===== config.mk =====
export PLATFORM = sky130hd
export DESIGN_NAME = m2vside_queue
export DESIGN_NICKNAME = d
export VERILOG_FILES = /design/src/rtl/m2v_side_pkg.sv /design/src/rtl/m2vside_queue_mem.sv /design/src/rtl/m2vside_queue.sv
export SDC_FILE = /design/constraint.sdc
export NUM_CORES = 1
export LEC_CHECK = 0
export CAP_MARGIN = 20
export CORE_MARGIN = 2
export CORE_UTILIZATION = 40
export CTS_CLUSTER_SIZE = 16
export DETAILED_ROUTE_END_ITERATION = 6
export GPL_TIMING_DRIVEN = 1
export SETUP_SLACK_MARGIN = 0.4
export SLEW_MARGIN = 15
export SYNTH_ARGS = -nofsm -noshare
export SYNTH_HDL_FRONTEND = slang
export SYNTH_SLANG_ARGS = --single-unit

===== constraint.sdc =====
create_clock -name clk -period 2.89 [get_ports clk]
set_input_delay 0.7225 -clock clk [delete_from_list [all_inputs] [get_ports clk]]
set_output_delay 0.7225 -clock clk [all_outputs]
set_load 0.1 [all_outputs]

===== src/rtl/m2v_side_pkg.sv =====
// Shared definitions for the stage-4 side-information queue.
// Record layout, MSB first: {mb_x, mb_y, mb_intra, block, coded}.
package m2v_side_pkg;

    localparam int MBX_W     = 6;
    localparam int MBY_W     = 5;
    localparam int BLOCK_W   = 3;
    localparam int BLOCK_MAX = 5;
    localparam int SIDE_W    = MBX_W + MBY_W + 5;

    function automatic int side_w(input int mbx, input int mby);
        return mbx + mby + BLOCK_W + 2;
    endfunction

endpackage


===== src/rtl/m2vside_queue_mem.sv =====
// Side-information storage array for m2vside_queue.
// One write port, asynchronous read, contents not reset.
module m2vside_queue_mem #(
    parameter int DEPTH     = 4,
    parameter int PTR_WIDTH = 2,
    parameter int W         = 16
) (
    input  logic                 clk,
    input  logic                 we,
    input  logic [PTR_WIDTH-1:0] waddr,
    input  logic [W-1:0]         wdata,
    input  logic [PTR_WIDTH-1:0] raddr,
    output logic [W-1:0]         rdata
);

    logic [W-1:0] mem [DEPTH];

    // Write the pushed record into its slot.
    always_ff @(posedge clk) begin
        if (we) begin
            mem[waddr] <= wdata;
        end
    end

    assign rdata = mem[raddr];

endmodule


===== src/rtl/m2vside_queue.sv =====
// Stage-4 side-information FIFO between s3 and m2vmc.
// Push via valid/ready, pop on block_start into registered outputs.
module m2vside_queue
    import m2v_side_pkg::*;
#(
    parameter int MBX_WIDTH = 6,
    parameter int MBY_WIDTH = 5,
    parameter int DEPTH     = 4,
    parameter int PTR_WIDTH = 2
) (
    input  logic                 clk,
    input  logic                 reset_n,
    input  logic                 flush,
    input  logic [MBX_WIDTH-1:0] in_mb_x,
    input  logic [MBY_WIDTH-1:0] in_mb_y,
    input  logic                 in_mb_intra,
    input  logic [2:0]           in_block,
    input  logic                 in_coded,
    input  logic                 in_valid,
    output logic                 in_ready,
    input  logic                 block_start,
    output logic [MBX_WIDTH-1:0] out_mb_x,
    output logic [MBY_WIDTH-1:0] out_mb_y,
    output logic                 out_mb_intra,
    output logic [2:0]           out_block,
    output logic                 out_coded,
    output logic                 out_enable,
    output logic [PTR_WIDTH:0]   level,
    output logic                 empty,
    output logic                 full,
    output logic                 underrun
);

    localparam int SW = side_w(MBX_WIDTH, MBY_WIDTH);

    logic [PTR_WIDTH-1:0] wr_ptr;
    logic [PTR_WIDTH-1:0] rd_ptr;
    logic [SW-1:0]        wr_data;
    logic [SW-1:0]        rd_data;
    logic                 push;
    logic                 pop;

    assign empty    = (level == '0);
    assign full     = (level == (PTR_WIDTH+1)'(DEPTH));
    assign in_ready = ~full;
    assign push     = in_valid & in_ready;
    assign pop      = block_start & ~empty;
    assign wr_data  = {in_mb_x, in_mb_y, in_mb_intra, in_block, in_coded};

    m2vside_queue_mem #(
        .DEPTH     (DEPTH),
        .PTR_WIDTH (PTR_WIDTH),
        .W         (SW)
    ) u_mem (
        .clk   (clk),
        .we    (push & ~flush),
        .waddr (wr_ptr),
        .wdata (wr_data),
        .raddr (rd_ptr),
        .rdata (rd_data)
    );

    // Pointer and occupancy bookkeeping; flush overrides push and pop.
    always_ff @(posedge clk or negedge reset_n) begin
        if (!reset_n) begin
            wr_ptr <= '0;
            rd_ptr <= '0;
            level  <= '0;
        end else if (flush) begin
            wr_ptr <= '0;
            rd_ptr <= '0;
            level  <= '0;
        end else begin
            if (push) begin
                wr_ptr <= wr_ptr + PTR_WIDTH'(1);
            end
            if (pop) begin
                rd_ptr <= rd_ptr + PTR_WIDTH'(1);
            end
            unique case ({push, pop})
                2'b10:   level <= level + (PTR_WIDTH+1)'(1);
                2'b01:   level <= level - (PTR_WIDTH+1)'(1);
                default: level <= level;
            endcase
        end
    end

    // Output stage: load on pop, flag underrun on an empty pop.
    always_ff @(posedge clk or negedge reset_n) begin
        if (!reset_n) begin
            out_mb_x     <= '0;
            out_mb_y     <= '0;
            out_mb_intra <= 1'b0;
            out_block    <= '0;
            out_coded    <= 1'b0;
            out_enable   <= 1'b0;
            underrun     <= 1'b0;
        end else if (flush) begin
            out_enable <= 1'b0;
            underrun   <= 1'b0;
        end else if (pop) begin
            out_mb_x     <= rd_data[SW-1 -: MBX_WIDTH];
            out_mb_y     <= rd_data[SW-MBX_WIDTH-1 -: MBY_WIDTH];
            out_mb_intra <= rd_data[4];
            out_block    <= rd_data[3:1];
            out_coded    <= rd_data[0];
            out_enable   <= 1'b1;
        end else if (block_start) begin
            out_enable <= 1'b0;
            underrun   <= 1'b1;
        end
    end

endmodule


==> results of run 1 <==
[worst max path at each step]
| stage | depth (start not counted) | start | endpoint | slack [ns] |
|---|---|---|---|---|
| 2_1_floorplan | 5 | level[2] | u_mem.mem[1][0] | 0.07 |
| 3_3_place_gp | 7 | in_valid | level[2] | 0.32 |
| 3_5_place_dp | 5 | in_valid | u_mem.mem[2][3] | 0.28 |
| 4_1_cts | 3 | level[1] | full | 0.47 |
| 5_1_grt | 3 | level[0] | full | 0.42 |
| 6_report | 3 | level[1] | full | 0.49 |
[cell usage after synthesis (all sizes together) (2+ instances only)]
cell | instances | area share
mux4 | 16 | 0.11
o21ai | 4 | 0.0055
dfrtp | 25 | 0.17
a211oi | 2 | 0.0041
edfxtp | 64 | 0.53
o22ai | 2 | 0.0034
nand2 | 3 | 0.0031
a21oi | 3 | 0.0041
nor2 | 9 | 0.011
nand3 | 2 | 0.0027
mux2 | 16 | 0.060
inv | 6 | 0.0062
nand2b | 2 | 0.0034
nor3 | 2 | 0.0027
and2 | 4 | 0.0069
xor2 | 3 | 0.0072
buf | 8 | 0.021
ha | 4 | 0.014
clkbuf | 3 | 0.0031
[cell type report]
type / count / area share
clock inverter: 6 / 0.00976
sequential: 89 / 0.586
tap: 108 / 0.0310
clock buffer: 10 / 0.0293
multi-input combinational: 85 / 0.232
inverter: 6 / 0.00603
timing repair buffer: 51 / 0.105
[per-layer routing]
layer / up-vias / part of all wire
met5: - / 0
met4: 0 / 0.018
met3: 11 / 0.043
met2: 44 / 0.50
met1: 903 / 0.44
li1: 849 / -
[cells in the final DEF, fill, tap and decap left out, types with 2 or more instances in the layout]
master,instances
inv_6,2
mux4_1,8
clkinvlp_4,2
clkbuf_8,9
dfrtp_4,2
mux2_4,10
o22ai_1,2
ha_1,4
a211oi_1,2
nor2_1,8
dfrtp_1,22
inv_1,5
mux4_2,8
nand2b_1,2
clkdlybuf4s50_1,20
and2_2,3
a21oi_1,3
nand3_1,2
edfxtp_1,64
xor2_1,3
mux2_2,6
buf_12,2
o21ai_0,4
nand2_1,3
buf_4,29
[report_power, final]
part	switching, mW	leakage (nW)	total, mW	internal [mW]
logic	1.22	0.601	1.68	0.460
clock network	0.428	0.0847	0.743	0.316
registers	0.115	0.885	1.65	1.53
total	1.76	1.57	4.07	2.31
[stage by stage]
step                power (mW)  setup slack, ns  hold WS [ns]
detailed placement        3.37            0.276         0.498
global placement          3.36            0.323         0.484
CTS                       4.12            0.466         0.518
floorplan                 3.03           0.0686         0.427
finish                    4.07            0.490         0.511
global route              4.25            0.416         0.538
[kinds of logic (layout without fill, tap and decap cells)]
group / after synthesis / count (layout)
flops: 89 / 89
mux: 32 / 32
simple gates: 24 / 24
compound gates: 21 / 21
buf+inv: 17 / 73
fa+ha+maj: 5 / 5
xor+xnor: 3 / 3
[critical path, stage by stage, from the launching register on]
cell and delay (ns):
dfrtp_4 0.58, or3b_4 0.43, clkinvlp_4 0.13, buf_12 0.18
[state kept, by name, summed over array words and instances (netlist names), 2 cells and up]
register and flops:
rd_ptr 2, u_mem.mem 64, level 3, out_mb_x 6, out_mb_y 5, out_block 3
wr_ptr 2
==> out/qor.csv, run 1 <==
metric;value;unit
outcome;complete, no violations;
routed_wl;6.31;mm
period_needed;2.40;ns
drv_slew;0;
fmax;417;MHz
syn-cell-area;3650;um2
cts_buffers;9;
reg2reg_from;level[2];
synthXorXnorAreaFrac;0.00721;
met2_usage;0.238;
cts_num_sinks;89;
ant_nets;0;
clk_path_buf_depth;2;
holdPathStages;1;
end_kind;primary output;
seq_area_frac_synth;0.699;
synth_compound_area_frac;0.0432;
grt_busiest_layer;met2;
fin_area;4360;um2
cp.required;2.17;ns
initial_core_util;0.416;
cts_tree;done;
grt_max_degree;18;
dp_hpwl;4.10;mm
crit_arrival;1.68;ns
multiInputGateArea;1010;um2
io_buffers;44;
hold_path.class;flop to flop;
syn2layout_area_growth;19.6;%
postSynthAreaPerCell;19.1;um2
drc;0;
min_to;out_mb_x[3];
setup_viol;0;
postSynth.asyncResetShare;0.281;
p_leak;1.57;nW
grt_pass1_wl;10.2;mm
synthMuxAreaShare;0.167;
place_area;4190;um2
htreeDepth;3;
drtPass1Iterations;4;
worstSetupPathType;flop to primary output;
cts-root-buf;clkbuf_8;
drtIter0Drc;76;
dp.cells;339;
antenna_found_initial;0;
clk_pin_slew;0.09;ns
rows;34;
post_cts_resized;0;
drive_gt1_frac;0.336;
reg2reg_depth;6;
n_antenna_cell;0;
use_met3;0.0471;
pwr_density_cell;933;nW/um2
synthAdderAreaFrac;0.0192;
globalplace.congestion;0.748;
timing.reg2reg.setup_slack;0.70;ns
synth_edf_count;64;
tightest_slew;0.751;ns
fp.dieArea;9890;um2
cp-start-kind;flop;
synth_top_family_by_area;multiplexers;
grt_pass1_vias;1964;
die-height;99.5;um
syn_nets;217;
yosys.cell_types.count;38;
timing.rr.end;level[2];
via_per_inst;5.09;
yosys.area_share.simple;0.0347;
core;8760;um2
boundaryPins;45;
clkLatencyLatePin;0.35;ns
skew;0.00960;ns
yosysWarnings;0;
nets;268;
stdcell_count;355;
synth_seq_cells;89;
ys.flop_type;edfxtp_1;
rsz0062_at_grt;no;
critPathMaxFanout;13;
via_count;1807;
use_met1;0.168;
track_usage;0.141;
hp-start;out_mb_x[3];
globalRouteOverflowTotal;0;
post_cts_buffers;0;
post-route-util;0.497;
syn_inst;191;
maxCapViolations;0;
wire_per_inst;17.8;um
die_w;99.5;um
fillerInstances;739;
setup_tns;0;ns
hold_viol_final;0;
cts_hold_buf;0;
peakVddDrop;0.000716;V
slew_headroom;0.499;
seqCellArea;2560;um2
finalCritPeriodShare;0.830;
Power figures use the tool's default switching activity.
==> run 2: changes to the inputs <==
==> constraint.sdc (replaced) <==
create_clock -name clk -period 1.9 [get_ports clk]
set_input_delay 0.475 -clock clk [delete_from_list [all_inputs] [get_ports clk]]
set_output_delay 0.475 -clock clk [all_outputs]
set_load 0.1 [all_outputs]
==> out/qor.csv, run 2 (synthesized netlist as in run 1, its figures left out) <==
metric;value;unit;change
skew;0.0120;ns;was 0.00960 ns
cp-start-kind;flop;;unchanged
cts_hold_buf;0;;unchanged
n_antenna_cell;0;;unchanged
met2_usage;0.249;;was 0.238
largest_reg_flops;64;;unchanged
cts_num_sinks;89;;unchanged
grt_pass1_vias;2132;;was 1964
crit_arrival;1.66;ns;was 1.68 ns
fmax;469;MHz;
fp.dieArea;9890;um2;unchanged
rows;34;;unchanged
cts_tree;done;;unchanged
hold_path.class;input port to asynchronous set/reset pin;;was flop to flop
die_w;99.5;um;unchanged
setup_viol;46;;was 0
slew_headroom;0.746;;was 0.499
peakVddDrop;0.00105;V;was 0.000716 V
critical_path.slowest_cell;dfrtp_4;;unchanged
use_met3;0.0274;;was 0.0471
routed_wl;7.34;mm;was 6.31 mm
wire_per_inst;18.7;um;was 17.8 um
layout_commonest_cell;edfxtp_1;;unchanged
dp.cells;354;;was 339
cpPeakStageDelay;0.49;ns;was 0.58 ns
hold_viol_final;0;;unchanged
grt_pass1_wl;11.3;mm;was 10.2 mm
tightest_slew;0.381;ns;was 0.751 ns
cp.required;1.42;ns;was 2.17 ns
globalRouteOverflowTotal;0;;unchanged
drtPass1Iterations;4;;unchanged
p_leak;1.92;nW;was 1.57 nW
use_met1;0.213;;was 0.168
via_count;2019;;was 1807
grt_busiest_layer;met2;;unchanged
period_needed;2.13;ns;
path_cells;buf_6 > or3b_4 > buf_6 > buf_12;;was or3b_4 > clkinvlp_4 > buf_12
dp_hpwl;4.01;mm;was 4.10 mm
nets;305;;was 268
layout_common_cells;64 x edfxtp_1, 26 x buf_12, 22 x dfrtp_1, 22 x buf_4, 19 x clkdlybuf4s50_1;;was 64 x edfxtp_1, 29 x buf_4, 22 x dfrtp_1, 20 x clkdlybuf4s50_1, 10 x mux2_4
globalplace.congestion;0.792;;was 0.748
core;8760;um2;unchanged
track_usage;0.155;;was 0.141
drc;0;;unchanged
cpLargestDelayFamily;flip-flops;;unchanged
place_area;4590;um2;was 4190 um2
worstSetupPathType;flop to primary output;;unchanged
cts-root-buf;clkbuf_8;;unchanged
boundaryPins;45;;unchanged
clk_path_buf_depth;2;;unchanged
multiInputGateArea;1130;um2;was 1010 um2
initial_core_util;0.416;;unchanged
holdWs;0.507;ns;was 0.511 ns
ant_nets;0;;unchanged
drtIter0Drc;116;;was 76
maxCapViolations;0;;unchanged
drive_gt1_frac;0.468;;was 0.336
critPathMaxFanout;3;;was 13
stdcell_count;392;;was 355
top_register;u_mem.mem;;unchanged
fin_area;5150;um2;was 4360 um2
drv_slew;0;;unchanged
seqCellArea;2560;um2;unchanged
violations;setup timing;;
pwr_density_cell;1440;nW/um2;was 933 nW/um2
top_regs;u_mem.mem (64), out_mb_x (6), out_mb_y (5);;unchanged
die-height;99.5;um;unchanged
io_buffers;44;;unchanged
rsz0062_at_grt;yes;;was no
via_per_inst;5.15;;was 5.09
path_buf_inv;3;;was 2
setup_ws;-0.231;ns;was 0.490 ns
antenna_found_initial;0;;unchanged
clk_pin_slew;0.09;ns;about the same
outcome;finished with violations;;was complete, no violations
clkLatencyLatePin;0.35;ns;about the same
fillerInstances;660;;was 739
cp_common_cell;buf_6;;
end_kind;primary output;;unchanged
htreeDepth;3;;unchanged
finalCritPeriodShare;1.12;;
syn2layout_area_growth;41.2;%;was 19.6%
grt_max_degree;26;;was 18
post-route-util;0.587;;was 0.497
cts_buffers;9;;unchanged
[run 2: changes by cell type in the layout (fill, tap and decap cells not counted), sizes merged]
cell	previous run	this run
and2	4	8
buf	31	63
clkdlybuf4s50	20	19
clkinv	3	2
bufinv	0	2
dlygate4sd2	0	1
[run 2: power breakdown]
part           switching (mW)  total [mW]  leakage [nW]  internal (mW)
Sequential              0.228        2.56         0.885           2.33
Combinational            2.01        3.43         0.927           1.42
Clock                   0.673        1.41         0.105          0.742
Total                    2.91        7.41          1.92           4.50
[run 2: path summary, 6_finish.rpt]
| kind | startpoint | end | slack (ns) | cells past startpoint |
|---|---|---|---|---|
| worst max register to register | level[1] | level[2] | -0.17 | 9 |
| max in group asynchronous | reset_n | level[1] | 1.08 | 2 |
| min in group clk | underrun | underrun | 0.58 | 2 |
| worst min-delay path | reset_n | out_mb_x[2] | 0.51 | 2 |
| worst max-delay path | level[1] | in_ready | -0.23 | 4 |
| worst min register to register | underrun | underrun | 0.58 | 2 |
[run 2: what timing repair did]
item,in CTS,in global routing
setup buffers,11,6
gates cloned,5,0
pin swaps,16,7
resized for setup,27,19
setup endpoints to repair,91,92
hold endpoints to repair,0,0
[run 2: metrics by stage]
stage | power [mW] | worst slack [ns] | setup TNS [ns]
2_1_floorplan | 4.60 | -0.850 | -58.37
4_1_cts | 7.38 | -0.242 | -3.65
5_1_grt | 7.67 | -0.265 | -8.83
3_5_place_dp | 5.81 | -0.483 | -19.79
6_report | 7.41 | -0.231 | -4.46
3_3_place_gp | 5.79 | -0.410 | -16.69
[run 2: area by class of cell]
cell class | instances | area share
Sequential cell | 89 | 0.497
Multi-Input combinational cell | 89 | 0.219
Timing Repair Buffer | 84 | 0.211
Tap cell | 108 | 0.0263
Clock buffer | 9 | 0.0241
Clock inverter | 7 | 0.0180
Inverter | 6 | 0.00510
[run 2: layer usage]
layer  part of all wire  up-vias
li1                   -      927
met1               0.45     1028
met2               0.50       55
met3              0.043        9
met4              0.012        0
met5                  0        -
